[src/rtl/cfa_pkg.sv]
// Shared constants for the CFA demosaic front end: FSM encoding, sample order
// within a cross, and default widths.
package cfa_pkg;

  localparam int DEF_PIX_W  = 12;
  localparam int DEF_GRAD_W = 8;

  localparam logic [1:0] ST_LOAD  = 2'd0;
  localparam logic [1:0] ST_CALC1 = 2'd1;
  localparam logic [1:0] ST_CALC2 = 2'd2;

  // Arrival order of the nine samples of one cross
  localparam logic [3:0] IDX_L2 = 4'd0;
  localparam logic [3:0] IDX_L1 = 4'd1;
  localparam logic [3:0] IDX_C  = 4'd2;
  localparam logic [3:0] IDX_R1 = 4'd3;
  localparam logic [3:0] IDX_R2 = 4'd4;
  localparam logic [3:0] IDX_U2 = 4'd5;
  localparam logic [3:0] IDX_U1 = 4'd6;
  localparam logic [3:0] IDX_D1 = 4'd7;
  localparam logic [3:0] IDX_D2 = 4'd8;

endpackage

[src/rtl/hv_grad_est_dir_grad.sv]
// One-direction gradient and green estimate. Stage 1 (o_absd/o_lap/o_sum) and
// stage 2 (o_grad/o_g) are separate cones; the parent registers between them.
// Optional rounding: HV_GRAD_ROUND_EN.
module dir_grad
  import cfa_pkg::*;
#(
  parameter int PIX_W      = DEF_PIX_W,
  parameter int GRAD_W     = DEF_GRAD_W,
  parameter int GRAD_SHIFT = 4
) (
  input  logic [PIX_W-1:0]        i_far0,
  input  logic [PIX_W-1:0]        i_near0,
  input  logic [PIX_W-1:0]        i_centre,
  input  logic [PIX_W-1:0]        i_near1,
  input  logic [PIX_W-1:0]        i_far1,
  output logic [PIX_W-1:0]        o_absd,
  output logic signed [PIX_W+2:0] o_lap,
  output logic [PIX_W+2:0]        o_sum,
  input  logic [PIX_W-1:0]        i_absd,
  input  logic signed [PIX_W+2:0] i_lap,
  input  logic [PIX_W+2:0]        i_sum,
  output logic [GRAD_W-1:0]       o_grad,
  output logic [PIX_W:0]          o_g
);

  localparam int LW = PIX_W + 3;
  localparam int RW = PIX_W + 4;

`ifdef HV_GRAD_ROUND_EN
  localparam int G_RND = 2;
  localparam int H_RND = (GRAD_SHIFT > 0) ? (1 << (GRAD_SHIFT - 1)) : 0;
`else
  localparam int G_RND = 0;
  localparam int H_RND = 0;
`endif

  localparam logic [RW-1:0] GRAD_MAX = RW'((1 << GRAD_W) - 1);

  logic [LW-1:0]        w_lap_u;
  logic [LW-1:0]        w_abs_lap;
  logic [RW-1:0]        w_raw;
  logic [RW-1:0]        w_shr;
  logic signed [RW-1:0] w_num;
  logic signed [RW-1:0] w_q;

  assign o_absd  = (i_near0 >= i_near1) ? (i_near0 - i_near1) : (i_near1 - i_near0);
  // 2C - far0 - far1 wraps correctly in LW bits since the true value fits
  assign w_lap_u = {2'b00, i_centre, 1'b0} - LW'(i_far0) - LW'(i_far1);
  assign o_lap   = $signed(w_lap_u);
  assign o_sum   = (LW'(i_near0) + LW'(i_near1)) << 1;

  assign w_abs_lap = i_lap[LW-1] ? LW'(-i_lap) : LW'(i_lap);
  assign w_raw     = RW'(i_absd) + RW'(w_abs_lap) + RW'(H_RND);
  assign w_shr     = w_raw >> GRAD_SHIFT;
  assign o_grad    = (w_shr > GRAD_MAX) ? GRAD_W'(GRAD_MAX) : GRAD_W'(w_shr);

  // Numerator spans -2*max .. 6*max, so one extra sign bit over the sum
  assign w_num = $signed({1'b0, i_sum}) + $signed({i_lap[LW-1], i_lap}) + $signed(RW'(G_RND));
  assign w_q   = w_num >>> 2;
  assign o_g   = w_q[RW-1]             ? '0 :
                 (|w_q[RW-2:PIX_W])    ? {1'b0, {PIX_W{1'b1}}} :
                 w_q[PIX_W:0];

endmodule

[src/rtl/hv_grad_est.sv]
// Horizontal/vertical gradient and directional green estimate for one
// missing-green site, fed serially by a 9-sample cross. Optional: HV_GRAD_ROUND_EN.
module hv_grad_est
  import cfa_pkg::*;
#(
  parameter int PIX_W      = DEF_PIX_W,
  parameter int GRAD_W     = DEF_GRAD_W,
  parameter int GRAD_SHIFT = 4
) (
  input  logic              clk,
  input  logic              rst,
  input  logic [PIX_W-1:0]  pix_in,
  input  logic              pix_valid,
  output logic              pix_ready,
  output logic [GRAD_W-1:0] h,
  output logic [GRAD_W-1:0] v,
  output logic [PIX_W:0]    Gh,
  output logic [PIX_W:0]    Gv,
  output logic              ready,
  output logic [1:0]        o_dbg_state
);

  // Handshake: a sample moves on a rising edge where pix_valid && pix_ready;
  // pix_ready depends only on state, never on pix_valid.
  logic [1:0]             r_state;
  logic [3:0]             r_cnt;
  logic [PIX_W-1:0]       r_smp [9];
  logic                   w_acc;

  logic [PIX_W-1:0]        r_absd_h, r_absd_v;
  logic signed [PIX_W+2:0] r_lap_h, r_lap_v;
  logic [PIX_W+2:0]        r_sum_h, r_sum_v;

  logic [PIX_W-1:0]        w_absd_h, w_absd_v;
  logic signed [PIX_W+2:0] w_lap_h, w_lap_v;
  logic [PIX_W+2:0]        w_sum_h, w_sum_v;
  logic [GRAD_W-1:0]       w_grad_h, w_grad_v;
  logic [PIX_W:0]          w_g_h, w_g_v;

  assign pix_ready   = (r_state == ST_LOAD);
  assign w_acc       = pix_valid && pix_ready;
  assign o_dbg_state = r_state;

  dir_grad #(.PIX_W(PIX_W), .GRAD_W(GRAD_W), .GRAD_SHIFT(GRAD_SHIFT)) u_dir_h (
    .i_far0  (r_smp[IDX_L2]),
    .i_near0 (r_smp[IDX_L1]),
    .i_centre(r_smp[IDX_C]),
    .i_near1 (r_smp[IDX_R1]),
    .i_far1  (r_smp[IDX_R2]),
    .o_absd  (w_absd_h),
    .o_lap   (w_lap_h),
    .o_sum   (w_sum_h),
    .i_absd  (r_absd_h),
    .i_lap   (r_lap_h),
    .i_sum   (r_sum_h),
    .o_grad  (w_grad_h),
    .o_g     (w_g_h)
  );

  dir_grad #(.PIX_W(PIX_W), .GRAD_W(GRAD_W), .GRAD_SHIFT(GRAD_SHIFT)) u_dir_v (
    .i_far0  (r_smp[IDX_U2]),
    .i_near0 (r_smp[IDX_U1]),
    .i_centre(r_smp[IDX_C]),
    .i_near1 (r_smp[IDX_D1]),
    .i_far1  (r_smp[IDX_D2]),
    .o_absd  (w_absd_v),
    .o_lap   (w_lap_v),
    .o_sum   (w_sum_v),
    .i_absd  (r_absd_v),
    .i_lap   (r_lap_v),
    .i_sum   (r_sum_v),
    .o_grad  (w_grad_v),
    .o_g     (w_g_v)
  );

  always_ff @(posedge clk or negedge rst) begin
    if (!rst) begin
      r_state  <= ST_LOAD;
      r_cnt    <= '0;
      for (int i = 0; i < 9; i++) r_smp[i] <= '0;
      r_absd_h <= '0;
      r_absd_v <= '0;
      r_lap_h  <= '0;
      r_lap_v  <= '0;
      r_sum_h  <= '0;
      r_sum_v  <= '0;
      h        <= '0;
      v        <= '0;
      Gh       <= '0;
      Gv       <= '0;
      ready    <= 1'b0;
    end else begin
      ready <= 1'b0;
      case (r_state)
        ST_LOAD: begin
          if (w_acc) begin
            r_smp[r_cnt] <= pix_in;
            if (r_cnt == IDX_D2) begin
              r_cnt   <= '0;
              r_state <= ST_CALC1;
            end else begin
              r_cnt <= r_cnt + 4'd1;
            end
          end
        end
        ST_CALC1: begin
          r_absd_h <= w_absd_h;
          r_absd_v <= w_absd_v;
          r_lap_h  <= w_lap_h;
          r_lap_v  <= w_lap_v;
          r_sum_h  <= w_sum_h;
          r_sum_v  <= w_sum_v;
          r_state  <= ST_CALC2;
        end
        ST_CALC2: begin
          h       <= w_grad_h;
          v       <= w_grad_v;
          Gh      <= w_g_h;
          Gv      <= w_g_v;
          ready   <= 1'b1;
          r_state <= ST_LOAD;
        end
        default: r_state <= ST_LOAD;
      endcase
    end
  end

endmodule

[config.mk]
export PLATFORM = sky130hd
export DESIGN_NAME = hv_grad_est
export DESIGN_NICKNAME = d
export VERILOG_FILES = /design/src/rtl/cfa_pkg.sv /design/src/rtl/hv_grad_est_dir_grad.sv /design/src/rtl/hv_grad_est.sv
export SDC_FILE = /design/constraint.sdc
export NUM_CORES = 1
export LEC_CHECK = 0
export BUFFER_PORTS_ARGS = -buffer_cell sky130_fd_sc_hd__clkbuf_2
export CORE_ASPECT_RATIO = 0.8
export CORE_MARGIN = 1
export CORE_UTILIZATION = 52
export DETAILED_ROUTE_END_ITERATION = 7
export HOLD_SLACK_MARGIN = 0.05
export PLACE_DENSITY = 0.69
export REMOVE_ABC_BUFFERS = 1
export SYNTH_ARGS = -nofsm -noshare
export SYNTH_HDL_FRONTEND = slang
export SYNTH_SLANG_ARGS = --single-unit
[constraint.sdc]
create_clock -name clk -period 4.9 [get_ports clk]
set_input_delay 0.98 -clock clk [delete_from_list [all_inputs] [get_ports clk]]
set_output_delay 0.98 -clock clk [all_outputs]
set_load 0.05 [all_outputs]
==> key figures <==
Clock network
  – Clk root buf: clkbuf_16
  – Setup bufs post-CTS: 0
  – Clock-pin slew on the worst setup and hold paths: 0.06 ns
  – H-tree Lvls: 1
  – CTS Hold Bufs: 0
  – Cts bufs inserted: 26
  – Max clock buf depth: 3
  – Clock Sinks: 235
  – CTS tree: yes
  – Resized cells post-CTS: 0
  – Clock latency on the worst-skew pair: 0.55 ns

Placement
  – IO Port Bufs: 60
  – Place WS: 0.9843 ns
  – RD Place Congestion: 0.8966
  – DP HPWL: 30090 µm
  – DP Area: 17120 µm²

Worst setup path
  – Crit Path Max Fanout: 8
  – Crit Path Category: flop to flop
  – Delay-heaviest family, CP: simple AND/OR/NAND/NOR gates
  – Critical path cell sequence: or4_1 -> o41ai_1 -> xnor2_1 -> ha_1 -> or3_1 -> a311oi_1 -> o31a_1 -> o211a_1 -> a31oi_1 -> or4_1 -> o22a_1
  – CP max-delay cell: or4_1
  – CP peak stage delay: 0.66 ns
  – CP startpoint kind: flop
  – Crit end category: flop
  – Most used cell, CP: or4_1
  – Buf/Inv on CP: 0
  – Worst Path Arrival: 4.38 ns
  – Worst Path Required: 5.34 ns

Final layout
  – Share of cells above drive strength 1: 0.1305
  – Inserted Diodes: 0
  – Final layout net count: 2010
  – Non-Filler Cell Area, Final: 18000 µm²
  – Util after Layout: 0.5855
  – Layout area overhead: 9.543%

Global routing
  – Via count of the first global-routing pass: 12170
  – GRT Total Usage: 0.2509
  – Global-route wire length before repair: 65270 µm
  – Grt total ovfl: 0
  – Initial antenna violation count: 2
  – Largest net degree at the start of global routing: 100

Detailed routing
  – DR iter-0 viols: 816
  – Routed WL: 39800 µm
  – Routed via count: 12850
  – DRC: 0
  – Vias per cell: 5.724
  – Final ANT Viol Nets: 0
  – Drt wl/cell: 17.74 µm
  – DRT Pass-1 Iters: 5

Synthesis
  – Post-synth EDFFs: 0
  – Post-synthesis cell area: 16430 µm²
  – Synth warn: 0
  – Top post-synthesis cells by area: dfrtp_1, ha_1, mux2_2
  – Synth Register Bits: 235
  – Post-synth top flop: dfrtp_1
  – Asr flop ratio synth: 1.000
  – Post-synth top area share: 0.3579
  – Synth Area per Inst: 9.272 µm²
  – Unique masters post-synth: 67
  – Area leader, netlist: dfrtp_1
  – Mapped Cells: 1772
  – Register area share after synthesis: 0.3579

STA
  – Fin. Hold Viols: 0
  – Worst-Margin Slew: 0.8432 ns
  – Final WS setup: 0.9539 ns
  – Slew headroom: 0.4338
  – Fin crit period: 3.946 ns
  – Final slew viol count: 0
  – Setup-failing EPs final: 0
  – Final Cycle Share: 0.8053
  – RSZ-0062 raised after global routing: false
  – Clock Skew: 0.01030 ns
  – Maximum clock rate: 253.4 MHz

Floorplanning
  – Die Y: 161.0 µm
  – Core Region: 30740 µm²
  – Initial core utilization: 0.5345
  – Die area: 32310 µm²
  – IO Count: 61
  – Site row count: 57
  – Die X: 200.7 µm

Worst hold path
  – Worst hold-check path type: primary input to asynchronous set/reset pin

Status
  – Status: complete, no violations

Run
  – Max-cap violations: 0
==> flip-flops by register name (all words and copies together), names as in the netlist <==
register     count
r_absd_h        12
r_cnt            4
Gv              13
r_sum_h         12
v                8
r_sum_v         13
o_dbg_state      2
h                8
r_lap_v         15
ready            1
r_absd_v        11
r_lap_h         15
Gh              13
r_smp          108
==> final cells by class <==
cell class                      count  area (µm²)
Fill cell                        2711       12740
Multi-Input combinational cell   1335        9799
Sequential cell                   235        5881
Clock buffer                       33       738.2
Inverter                          144       540.5
Tap cell                          413       516.7
Timing Repair Buffer               69       387.9
Clock inverter                     15       133.9
==> cells in the mapped netlist, types with 23 or more instances <==
| library cell | number |
|---|---|
| a21oi_1 | 94 |
| clkbuf_1 | 49 |
| dfrtp_1 | 235 |
| ha_1 | 172 |
| inv_1 | 143 |
| mux2_2 | 101 |
| nand2_1 | 159 |
| nand2b_1 | 23 |
| nor2_1 | 92 |
| nor2b_1 | 34 |
| nor3_1 | 47 |
| o21ai_0 | 142 |
| o31ai_1 | 23 |
| xnor2_1 | 95 |
| xor2_1 | 23 |
==> cell families after synthesis <==
group | count (synthesis) | synth area share
AO/OA/AOI/OAI | 452 | 0.1726
XOR/XNOR | 118 | 0.06290
adder cells (fa/ha/maj) | 184 | 0.1456
buffers and inverters | 202 | 0.04638
flip-flops | 235 | 0.3579
multiplexers | 115 | 0.07783
AND/OR/NAND/NOR | 466 | 0.1367
==> worst reg2reg max path: stages (launching register included) <==
cell	delay [ns]
dfrtp_1	0.42
or4_1	0.63
o41ai_1	0.35
xnor2_1	0.13
ha_1	0.22
or3_1	0.32
a311oi_1	0.37
o31a_1	0.26
o211a_1	0.15
a31oi_1	0.07
or4_1	0.66
o22a_1	0.25
==> layer usage <==
layer / wire (µm) / GRT usage / up-vias
met1: 20730 / 0.3970 / 6207
met2: 16150 / 0.3578 / 290
li1: - / - / 6306
met4: 687 / 0.05135 / 0
met5: 0 / 0 / -
met3: 2234 / 0.03874 / 42
==> path summary, 6_finish.rpt <==
kind | from | endpoint | slack [ns] | cells after the start
min | rst | r_smp[28] | 0.43 | 1
min reg2reg | Gh[12] | Gh[12] | 0.48 | 1
max | r_lap_h[2] | h[2] | 0.95 | 11
min in group clk | Gh[12] | Gh[12] | 0.48 | 1
max in group asynchronous | rst | h[3] | 3.39 | 2
max reg2reg | r_lap_h[2] | h[2] | 0.95 | 11
==> cells in the final DEF (no fill, tap or decap), drive strengths merged, types with 14 or more instances in the layout <==
| cell type | n |
|---|---|
| a31oi | 20 |
| xor2 | 23 |
| o21a | 20 |
| nand2 | 160 |
| ha | 172 |
| xnor2 | 95 |
| nand3 | 22 |
| o211ai | 14 |
| o21ai | 162 |
| nand2b | 23 |
| mux2 | 102 |
| or3 | 21 |
| a21o | 21 |
| nor3 | 47 |
| nor2b | 34 |
| inv | 143 |
| nor2 | 92 |
| clkbuf | 92 |
| a21oi | 94 |
| o31ai | 23 |
| dfrtp | 235 |
| and2 | 19 |
| o22a | 16 |
==> stage by stage <==
| step | setup TNS [ns] | cells | hold slack, ns |
|---|---|---|---|
| floorplan | -0.4141 | 1714 | 0.4538 |
| global placement | 0 | 2195 | 0.4629 |
| detailed placement | 0 | 2195 | 0.4711 |
| CTS | 0 | 2243 | 0.4671 |
| global route | 0 | 2244 | 0.4931 |
| finish | 0 | 2244 | 0.4254 |
Power is left out: the tool's default activity adds up to more than one toggle a clock period on the data nets, which glitch-free logic cannot reach.
